## config.mk

```make
export PLATFORM = sky130hd
export DESIGN_NAME = vc_plru_tree
export DESIGN_NICKNAME = d
export VERILOG_FILES = /design/src/rtl/vc_plru_tree.sv
export SDC_FILE = /design/constraint.sdc
export NUM_CORES = 1
export LEC_CHECK = 0
export ABC_CLOCK_PERIOD_IN_PS = 2700
export CAP_MARGIN = 25
export CORE_MARGIN = 2
export CORE_UTILIZATION = 54
export CTS_CLUSTER_SIZE = 14
export DETAILED_ROUTE_END_ITERATION = 7
export PLACE_DENSITY = 0.84
export SLEW_MARGIN = 15
export SYNTH_ARGS = -nofsm -noshare
export SYNTH_HDL_FRONTEND = slang
export SYNTH_SLANG_ARGS = --single-unit
```

## constraint.sdc

```tcl
create_clock -name clk -period 2.7 [get_ports clk]
set_clock_uncertainty 0.2 [all_clocks]
set_input_delay 0.54 -clock clk [delete_from_list [all_inputs] [get_ports clk]]
set_output_delay 0.54 -clock clk [all_outputs]
set_load 0.05 [all_outputs]
```

## src/rtl/vc_plru_tree.sv

```systemverilog
// Tree pseudo-LRU victim selector for the fully-associative victim cache.
// Prefers invalid entries; a granted victim is promoted to MRU on the same edge.
module vc_plru_tree #(
    parameter int ENTRIES = 8,
    parameter int IDX_W   = $clog2(ENTRIES)
) (
    input  logic             clk,
    input  logic             rst,
    input  logic             acc_en,
    input  logic [IDX_W-1:0] acc_idx,
    input  logic             fill_en,
    input  logic [IDX_W-1:0] fill_idx,
    input  logic             inv_en,
    input  logic [IDX_W-1:0] inv_idx,
    input  logic             vic_req,
    output logic             vic_vld,
    output logic [IDX_W-1:0] vic_idx,
    output logic             vic_free,
    output logic             all_valid
);

    localparam int NODES = ENTRIES - 1;

    if (ENTRIES < 2 || ENTRIES > 64 || (ENTRIES & (ENTRIES - 1)) != 0) begin : g_bad_entries
        $error("vc_plru_tree: ENTRIES must be a power of two in 2..64");
    end

    logic [NODES-1:0]   tree_q, tree_d;
    logic [ENTRIES-1:0] valid_q, valid_d;
    logic [IDX_W-1:0]   sel_idx, lru_idx, inv_first;
    logic               any_invalid;

    // Walk root-to-leaf for entry idx, pointing each node away from it.
    function automatic logic [NODES-1:0] touch(input logic [NODES-1:0] t,
                                               input logic [IDX_W-1:0] idx);
        logic [NODES-1:0] r;
        int node;
        r    = t;
        node = 0;
        for (int lvl = IDX_W - 1; lvl >= 0; lvl--) begin
            r[node] = ~idx[lvl];
            node    = 2 * node + (idx[lvl] ? 2 : 1);
        end
        return r;
    endfunction

    always_comb begin
        int node;
        lru_idx = '0;
        node    = 0;
        for (int lvl = IDX_W - 1; lvl >= 0; lvl--) begin
            lru_idx[lvl] = tree_q[node];
            node         = 2 * node + (tree_q[node] ? 2 : 1);
        end
    end

    always_comb begin
        inv_first   = '0;
        any_invalid = ~&valid_q;
        for (int i = ENTRIES - 1; i >= 0; i--) begin
            if (!valid_q[i]) inv_first = IDX_W'(i);
        end
        sel_idx = any_invalid ? inv_first : lru_idx;
    end

    // Touch order grant -> fill -> acc, so the later touch wins on shared nodes.
    always_comb begin
        tree_d = tree_q;
        if (vic_req) tree_d = touch(tree_d, sel_idx);
        if (fill_en) tree_d = touch(tree_d, fill_idx);
        if (acc_en)  tree_d = touch(tree_d, acc_idx);
        valid_d = valid_q;
        if (inv_en)  valid_d[inv_idx]  = 1'b0;
        if (fill_en) valid_d[fill_idx] = 1'b1;
    end

    // vic_req has no ready: every asserted cycle is accepted and answered by a
    // single-cycle vic_vld pulse on the next cycle; vic_idx/vic_free hold otherwise.
    always_ff @(posedge clk) begin
        if (rst) begin
            tree_q    <= '0;
            valid_q   <= '0;
            vic_vld   <= 1'b0;
            vic_idx   <= '0;
            vic_free  <= 1'b0;
            all_valid <= 1'b0;
        end else begin
            tree_q    <= tree_d;
            valid_q   <= valid_d;
            vic_vld   <= vic_req;
            all_valid <= &valid_q;
            if (vic_req) begin
                vic_idx  <= sel_idx;
                vic_free <= any_invalid;
            end
        end
    end

endmodule
```

* Word-level counts from Yosys, hierarchy flattened *
Index checks and enable logic that the tools add are counted.

word-level totals
  RAM bits = 0
  memories = 0
  register bits = 21
  output and inout port bits = 6
  bits in read-only memories = 0
  word-level logic and storage cells = 102
  input port bits = 15
  bits in latches = 0

cells by class
  div/mod/pow operators = 0
  multiply operators = 0
  reduce and logical (&&, ||, !) cells = 11
  order comparisons = 18
  multiplexer cells = 50
  bitwise gates (word level) = 12
  shift operators = 0
  add/subtract/negate cells = 4
  equality and inequality tests = 0

operators with widths
  operator                                                           number
  bitwise mux 7 bit                                                  6
  two-way mux 3 bit                                                  9
  demux 1 bit (select 3 bit)                                         8
  two-way mux 7 bit                                                  3
  adder 3 x 2 -> 4 bit                                               4
  < comparator 2 x 4 -> 1 bit, second input constant                 4
  < comparator 4 bit, second input constant                          4
  two-way mux 2 bit                                                  8
  two-way mux 8 bit                                                  2
  greater-or-equal comparator 4 x 1 -> 1 bit, second input constant  3
  two-way mux 1 bit                                                  12
  NOT 1 bit                                                          9
  AND 8 bit                                                          1
  logical AND 1 bit                                                  8
  < comparator 3 x 4 -> 1 bit, second input constant                 2
  NOT 8 bit                                                          1
  bitwise OR 8 bit                                                   1
  AND reduction 8 bit                                                1
  binary-select mux 1 bit (select 3 bit)                             2
  greater-or-equal comparator 2 x 1 -> 1 bit, second input constant  3
  greater-or-equal comparator 3 x 1 -> 1 bit, second input constant  2
  nonzero test 3 bit                                                 1
  logical NOT 1 bit                                                  1

* Longest topological paths before layout *
Gate-level depths: netlist of run 1.

  word-level depth = 24
  depth in mapped cells = 9

* Worst setup path before layout of run 1 *
Ideal clock, no wire load.

  path type = reg-to-reg
  from = register tree_q[0]
  to = register tree_q[0]
  setup slack = 407 ps
  data arrival time = 2,023 ps
  buffers on the path = 0
  required time = 2,430 ps
  cell stages (with the launch flop) = 9
  clock period less this slack = 2,293 ps
  library setup time = 70 ps
  cells stage by stage = dfxtp_1 mux2i_1 ha_1 a21oi_1 nor2_1 a311o_1 o21ai_2 o2111ai_1 a21oi_1

between the ends
  longest elaborated chain between the ends = 15

RTL lines
  what                                                                                            RTL line  RTL
  from (decl)                                                                                     28        logic [NODES-1:0] tree_q, tree_d;
  from (signal assigned)                                                                          88        tree_q <= tree_d;
  two-way mux 2 bit                                                                               53        node = 2 * node + (tree_q[node] ? 2 : 1);
  binary-select mux 1 bit (select 3 bit)                                                          52, 53
  two-way mux 1 bit (not written as such) (2 in series)                                           52, 53
  two-way mux 3 bit *                                                                             63        sel_idx = any_invalid ? inv_first : lru_idx;
  two-way mux 2 bit or adder 3 x 2 -> 4 bit (tied branches)                                       42, 53
  adder 3 x 2 -> 4 bit or binary-select mux 1 bit (select 3 bit) (tied branches)                  n/a
  greater-or-equal comparator 4 x 1 -> 1 bit (not written as such), or another cell as far along  41        r[node] = ~idx[lvl];
  logical AND 1 bit (not written as such) or two-way mux 1 bit (tied branches)                    n/a
  two-way mux 1 bit (not written as such) or two-way mux 3 bit (tied branches)                    41, 63
  demux 1 bit (select 3 bit) or NOT 1 bit (tied branches)                                         41
  bitwise mux 7 bit *                                                                             41
  two-way mux 7 bit *                                                                             69        if (vic_req) tree_d = touch(tree_d, sel_idx);
  two-way mux 7 bit *                                                                             70        if (fill_en) tree_d = touch(tree_d, fill_idx);
  two-way mux 7 bit *                                                                             71        if (acc_en) tree_d = touch(tree_d, acc_idx);

Mark *: on every way between the ends. The rest lies on a longest branch, timed or not. The select of a mux whose other input is x is not followed.
A chain may end at the register's enable or synchronous reset.

* Worst setup path in the final report of run 1 *
  from = input port acc_idx[2]
  to = register tree_q[0]

between the ends
  longest elaborated chain between the ends = 8

RTL lines
  what                                                                                            RTL line  RTL
  from (decl)                                                                                     10        input logic [IDX_W-1:0] acc_idx,
  two-way mux 2 bit                                                                               42        node = 2 * node + (idx[lvl] ? 2 : 1);
  adder 3 x 2 -> 4 bit, or another cell as far along                                              42
  greater-or-equal comparator 4 x 1 -> 1 bit (not written as such), or another cell as far along  41
  logical AND 1 bit (not written as such) or two-way mux 1 bit (tied branches)                    41
  two-way mux 1 bit (not written as such) or demux 1 bit (select 3 bit) (tied branches)           41
  demux 1 bit (select 3 bit) or bitwise mux 7 bit (tied branches)                                 41
  bitwise mux 7 bit *                                                                             41
  two-way mux 7 bit *                                                                             71

Mark *: on every way between the ends. The rest lies on a longest branch, timed or not.

==> results_dict.tcl, run 1 <==
set metrics [dict create \
    final_hold_viol_count 0 \
    internal-power_uw 465 \
    pin_count 21 \
    cts_hold_buf 0 \
    reg2reg_to "tree_q[0]" \
    slew_violations 0 \
    synth-async-reset-ratio_pct 0 \
    combPwrFrac_pct 27.0 \
    synth_edf_count 0 \
    yosys.area_share.simple_pct 20.0 \
    worst_slew_pin_slew_ps 547 \
    clock_path_buffers 2 \
    p_sw_share_pct 30.9 \
    endpoint_kind "flop" \
    post_cts_buffers 0 \
    synthMuxAreaShare_pct 3.30 \
    syn_nets 238 \
    synth.distinct_cells 41 \
    synth-seq-cells 21 \
    h-tree-depth 1 \
    wl_mm 3.53 \
    nFillCells 244 \
    final_cell_area_um2 1880 \
    avgSynthCellArea_um2 7.62 \
    vias 1545 \
    grt_pass1_vias 1389 \
    antenna_found_initial 0 \
    r2r_cells 8 \
    initial_core_util_pct 56.4 \
    grt_pass1_wl_mm 6.13 \
    std_cell_rows 19 \
    worstPathArrival_ps 2450 \
    rsz0062_at_grt "false" \
    antenna_left 0 \
    worstPathCellList "clkdlybuf4s50_1 > inv_1 > ha_1 > nand2_1 > or3_1 > a22o_1 > a221o_1 > a21oi_1" \
    p_leak_uw 0.000742 \
    final.setup.worst_slack_ps 300 \
    clock_sinks 21 \
    period_needed_ps 2400 \
    ys_seq_area_share_pct 27.0 \
    synth_cells 204 \
    synthAdderAreaFrac_pct 15.3 \
    avgViaCountPerCell 5.87 \
    p_seq_share_pct 50.3 \
    cts.clk_slew.worst_paths_ps 110 \
    relSlewSlack_pct 63.4 \
    gp_congestion 0.852 \
    worst_path_max_delay_cell "clkdlybuf4s50_1" \
    status "complete, no violations" \
    cts_tree "done" \
    critical_path.endpoint "tree_q[0]" \
    dpl-instance-area_um2 1850 \
    die_width_um 57.7 \
    dpl_worst_slack_ps -22.4 \
    fin_total_pwr_uw 673 \
    pwr-share-clk_pct 22.7 \
    ys.flop_type "dfxtp_1" \
    grt_max_degree 18 \
    fin_tns_setup_ps 0 \
    finalNetCount 267 \
    root_buffer "clkbuf_4" \
    cts-buffers-inserted 3 \
    io_buffers 20 \
    die_area_um2 3330 \
    clock_latency_ps 310 \
    first_pass_iters 4 \
    core_um2 2760 \
    synth_top_family_by_area "compound AO/OA/AOI/OAI gates" \
    r2r_start "tree_q[1]" \
    max_freq_mhz 417 \
    cp.required_ps 2750 \
    synth-compound-area-share_pct 29.3 \
    dp_hpwl_mm 2.80 \
    area_growth_pct 21.0 \
    synth-xor-area-share_pct 0 \
    hold_class "flop to flop" \
    timing.hold.ws_ps 284 \
    drv_cap 0 \
    peakVddDrop_mv 0.303 \
    setup_viol 0 \
    drc 0 \
    power.switching_uw 208 \
    gr-usage-all-layers_pct 23.1 \
    period_share_pct 88.9 \
    die_h_um 57.7 \
    cts_resized 0 \
    cp_slowest_stage_delay_ps 480 \
    grt_remaining_overflow 0 \
    power_density_nw_per_um2 357 \
    synth-warning-count 0 \
    r2r_setup_slack_ps 330 \
    drt_iter0_drc 101 \
    worstPathMaxFanout 4 \
    wl_per_cell_um 13.4 \
    crit_type "input port to flop" \
    drive_above_1_share_pct 8.62 \
    syn-cell-area_um2 1560 \
    startpoint "acc_idx[2]" \
    crit_path_start_kind "input port" \
    diodes 0 \
]
## metal layers
| layer | wire length [µm] | track usage (%) |
|---|---|---|
| met5 | 0 | 0 |
| met2 | 1660 | 38.1 |
| met4 | 37 | 7.64 |
| met3 | 213 | 2.90 |
| met1 | 1620 | 31.4 |
## stage by stage
step	cells	util, %
finish	263	68.2
global route	263	68.2
CTS	263	68.2
detailed placement	259	67.2
global placement	259	67.2
floorplan	204	-
## Yosys cell counts (all sizes together) (2+ instances only)
| master | instances | share of area, % |
|---|---|---|
| a211oi | 4 | 2.3 |
| a21oi | 21 | 6.8 |
| a221o | 5 | 3.2 |
| a31oi | 3 | 1.2 |
| buf | 2 | 0.48 |
| clkbuf | 6 | 1.4 |
| dfxtp | 21 | 27 |
| ha | 19 | 15 |
| inv | 13 | 3.1 |
| mux2i | 4 | 2.6 |
| nand2 | 31 | 7.5 |
| nand2b | 4 | 1.6 |
| nand3 | 2 | 0.64 |
| nand4 | 3 | 1.2 |
| nor2 | 14 | 3.4 |
| nor3 | 3 | 0.97 |
| o211ai | 6 | 2.9 |
| o21ai | 21 | 7.0 |
| o31ai | 3 | 1.4 |
## logic make-up (layout without fill, tap and decap cells)
family	after synthesis	in the layout
buffers and inverters	21	49
AOI/OAI and AO/OA	71	71
and+or+nand+nor	67	67
DFF	21	21
muxes	5	5
adders and majority gates	19	19
## placed cells by master, fill, tap and decap left out, types with 5 or more instances in the layout
master | netlist | routed
ha_1 | 19 | 19
a221o_1 | 5 | 5
buf_4 | 0 | 12
o21ai_0 | 19 | 19
clkdlybuf4s50_1 | 0 | 20
dfxtp_1 | 21 | 21
nor2_1 | 14 | 14
a21oi_1 | 21 | 21
inv_1 | 13 | 13
o211ai_1 | 6 | 6
nand2_1 | 31 | 31
## final cells by class
type | instances | area (µm²) | share of cell area, %
tap | 31 | 38.8 | 2.06
multi-input combinational | 162 | 1060 | 56.1
clock buffer | 3 | 22.5 | 1.20
sequential | 21 | 420 | 22.3
timing repair buffer | 32 | 290 | 15.4
clock inverter | 1 | 5.00 | 0.266
inverter | 13 | 48.8 | 2.59
## how the worst min path moves through the flow
stage,start,endpoint,depth (start not counted)
final,vic_idx[2],vic_idx[2],2
after global placement,vic_idx[2],vic_idx[2],2
after global routing,vic_idx[2],vic_idx[2],2
after floorplan,valid_q[7],valid_q[7],2
after CTS,vic_idx[2],vic_idx[2],2
after detailed placement,vic_idx[2],vic_idx[2],2
## worst max-delay path: cells and delay by family
family,cells,cell delay [ps]
AO/OA/AOI/OAI,3,660
adder cells (fa/ha/maj),1,290
buffers and inverters,2,560
AND/OR/NAND/NOR,2,370
## registers in the layout (all words and copies together), names as in the netlist
register,count
vic_vld,1
tree_q,7
valid_q,8
all_valid,1
vic_idx,3
vic_free,1
## power by group through the flow
stage          logic (µW)  registers (µW)  clock network, µW
2_1_floorplan         101             349                  0
3_3_place_gp          177             344                  0
3_5_place_dp          180             345                  0
4_1_cts               181             338                157
5_1_grt               203             340                170
6_report              182             338                153
(Power assumes the default switching activity.)
==> inputs of run 2 (changes only) <==
- CAP_MARGIN: 25 -> 40
==> results of run 2 <==
No change in the layout: final DEF, timing and power equal those of run 1.
==> inputs of run 3 (changes only) <==
- RECOVER_POWER: default -> 100
==> run 3 against run 2 <==
  * Wire length down 0.74%
  * Hold slack worse by 4.4 ps
  * Sequential power about the same
  * Cell count unchanged
  * Fmax down 0.70%
  * Sequential share of layout area up 0.13 points
  * Largest cell class unchanged
  * First-iteration DRC count down 21%
  * Non-clock buffer count unchanged
  * Largest power group unchanged
  * Critical path depth unchanged
  * Die area unchanged
  * Critical path type is now flop to flop
==> results_dict.tcl, run 3 (synthesis results as in run 1) <==
set metrics [dict create \
    diodes 0 \
    crit_path_start_kind "flop" \
    period_needed_ps 2420 \
    die_h_um 57.7 \
    grt_max_degree 18 \
    r2r_setup_slack_ps 280 \
    dpl_worst_slack_ps -22.4 \
    fin_tns_setup_ps 0 \
    hp-start "vic_idx[2]" \
    h-tree-depth 1 \
    final.setup.worst_slack_ps 283 \
    final_common_cell "nand2_1" \
    drc 0 \
    peakVddDrop_mv 0.301 \
    worstPathCellList "mux2i_1 > ha_1 > a21oi_1 > nor2_1 > a311o_1 > o21ai_1 > o2111ai_1 > a21oi_1" \
    std_cell_rows 19 \
    period_share_pct 89.5 \
    drive_above_1_share_pct 7.33 \
    worst_path_max_delay_cell "dfxtp_1" \
    worstPathArrival_ps 2460 \
    clock_sinks 21 \
    reg2reg_to "tree_q[0]" \
    largest-register "valid_q" \
    setup_viol 0 \
    die_area_um2 3330 \
    top_regs "valid_q: 8 flops, tree_q: 7 flops, vic_idx: 3 flops" \
    area_growth_pct 20.3 \
    clock_path_buffers 2 \
    cpMostUsedCell "a21oi_1" \
    postLayoutCoreUtil_pct 67.8 \
    cp_slowest_stage_delay_ps 370 \
    layout_common_cells "nand2_1, a21oi_1, dfxtp_1" \
    status "complete, no violations" \
    relSlewSlack_pct 50.9 \
    io_buffers 20 \
    gp_congestion 0.852 \
    timing.hold.ws_ps 280 \
    antenna_left 0 \
    hold_end "vic_idx[2]" \
    vias 1564 \
    cts_tree "done" \
    endpoint_kind "flop" \
    slew_violations 0 \
    core_um2 2760 \
    largest_reg_flops 8 \
    final_hold_viol_count 0 \
    root_buffer "clkbuf_4" \
    grt_pass1_wl_mm 6.13 \
    first_pass_iters 4 \
    wl_per_cell_um 13.3 \
    wl_mm 3.51 \
    cp.required_ps 2740 \
    dp_hpwl_mm 2.80 \
    gr-usage-all-layers_pct 23.1 \
    pin_count 21 \
    drv_cap 0 \
    drt_iter0_drc 80 \
    max_freq_mhz 414 \
    die_width_um 57.7 \
    cts-buffers-inserted 3 \
    fin_total_pwr_uw 668 \
    worstPathMaxFanout 6 \
    post_cts_buffers 0 \
    power_density_nw_per_um2 357 \
    antenna_found_initial 0 \
    rsz0062_at_grt "false" \
    min_path_cells 2 \
    p_leak_uw 0.000752 \
    cts_resized 0 \
    initial_core_util_pct 56.4 \
    crit_type "flop to flop" \
    grt_pass1_vias 1389 \
    worst_slew_pin_slew_ps 737 \
    hold_class "flop to flop" \
    cts_hold_buf 0 \
    finalNetCount 267 \
    grt_remaining_overflow 0 \
    r2r_cells 8 \
    avgViaCountPerCell 5.95 \
    clock_latency_ps 300 \
    cts.clk_slew.worst_paths_ps 110 \
    r2r_start "tree_q[0]" \
]
[run 3: cell count changes in the layout (fill, tap and decap cells not counted), sizes merged]
cell | previous run | this run
dlygate4sd3 | 0 | 8
buf | 12 | 10
clkdlybuf4s50 | 20 | 12
clkbuf | 3 | 5
[run 3: worst max-delay path, delay by kind of cell, from the launching register on]
family          cells  cell delay [ps]
fa+ha+maj           1              320
mux                 1              250
flops               1              370
compound gates      5             1170
simple gates        1               50
[run 3: how the worst max path moves through the flow]
stage	to	slack, ps	startpoint
after global routing	tree_q[0]	130	tree_q[0]
after CTS	tree_q[0]	300	acc_idx[2]
after floorplan	tree_q[0]	410	tree_q[0]
after detailed placement	tree_q[0]	-20	acc_idx[2]
final	tree_q[0]	280	tree_q[0]
after global placement	tree_q[0]	40	acc_idx[2]
[run 3: through the flow]
| step | instance area [µm²] | cells |
|---|---|---|
| 6_report | 1870 | 263 |
| 5_1_grt | 1870 | 263 |
| 4_1_cts | 1880 | 263 |
| 3_5_place_dp | 1850 | 259 |
| 3_3_place_gp | 1850 | 259 |
| 2_1_floorplan | 1560 | 204 |
[run 3: power breakdown]
group / total, µW / switching, µW / leakage (µW) / internal (µW)
clock: 152 / 96.3 / 0.0000177 / 55.2
combinational: 178 / 96.8 / 0.000563 / 81.4
sequential: 339 / 13.2 / 0.000172 / 325
[run 3: final cells by class]
type / count / area (µm²)
Timing Repair Buffer: 32 / 283
Multi-Input combinational cell: 162 / 1050
Clock inverter: 1 / 5.00
Sequential cell: 21 / 420
Clock buffer: 3 / 22.5
Inverter: 13 / 48.8
Fill cell: 247 / 887
Tap cell: 31 / 38.8
[run 3: layer usage]
metal	global-route usage, %	vias to the layer above	wire [µm]
met2	38.1	51	1640
li1	-	796	-
met5	0	-	0
met1	31.4	711	1610
met4	7.64	0	53
met3	2.90	6	197
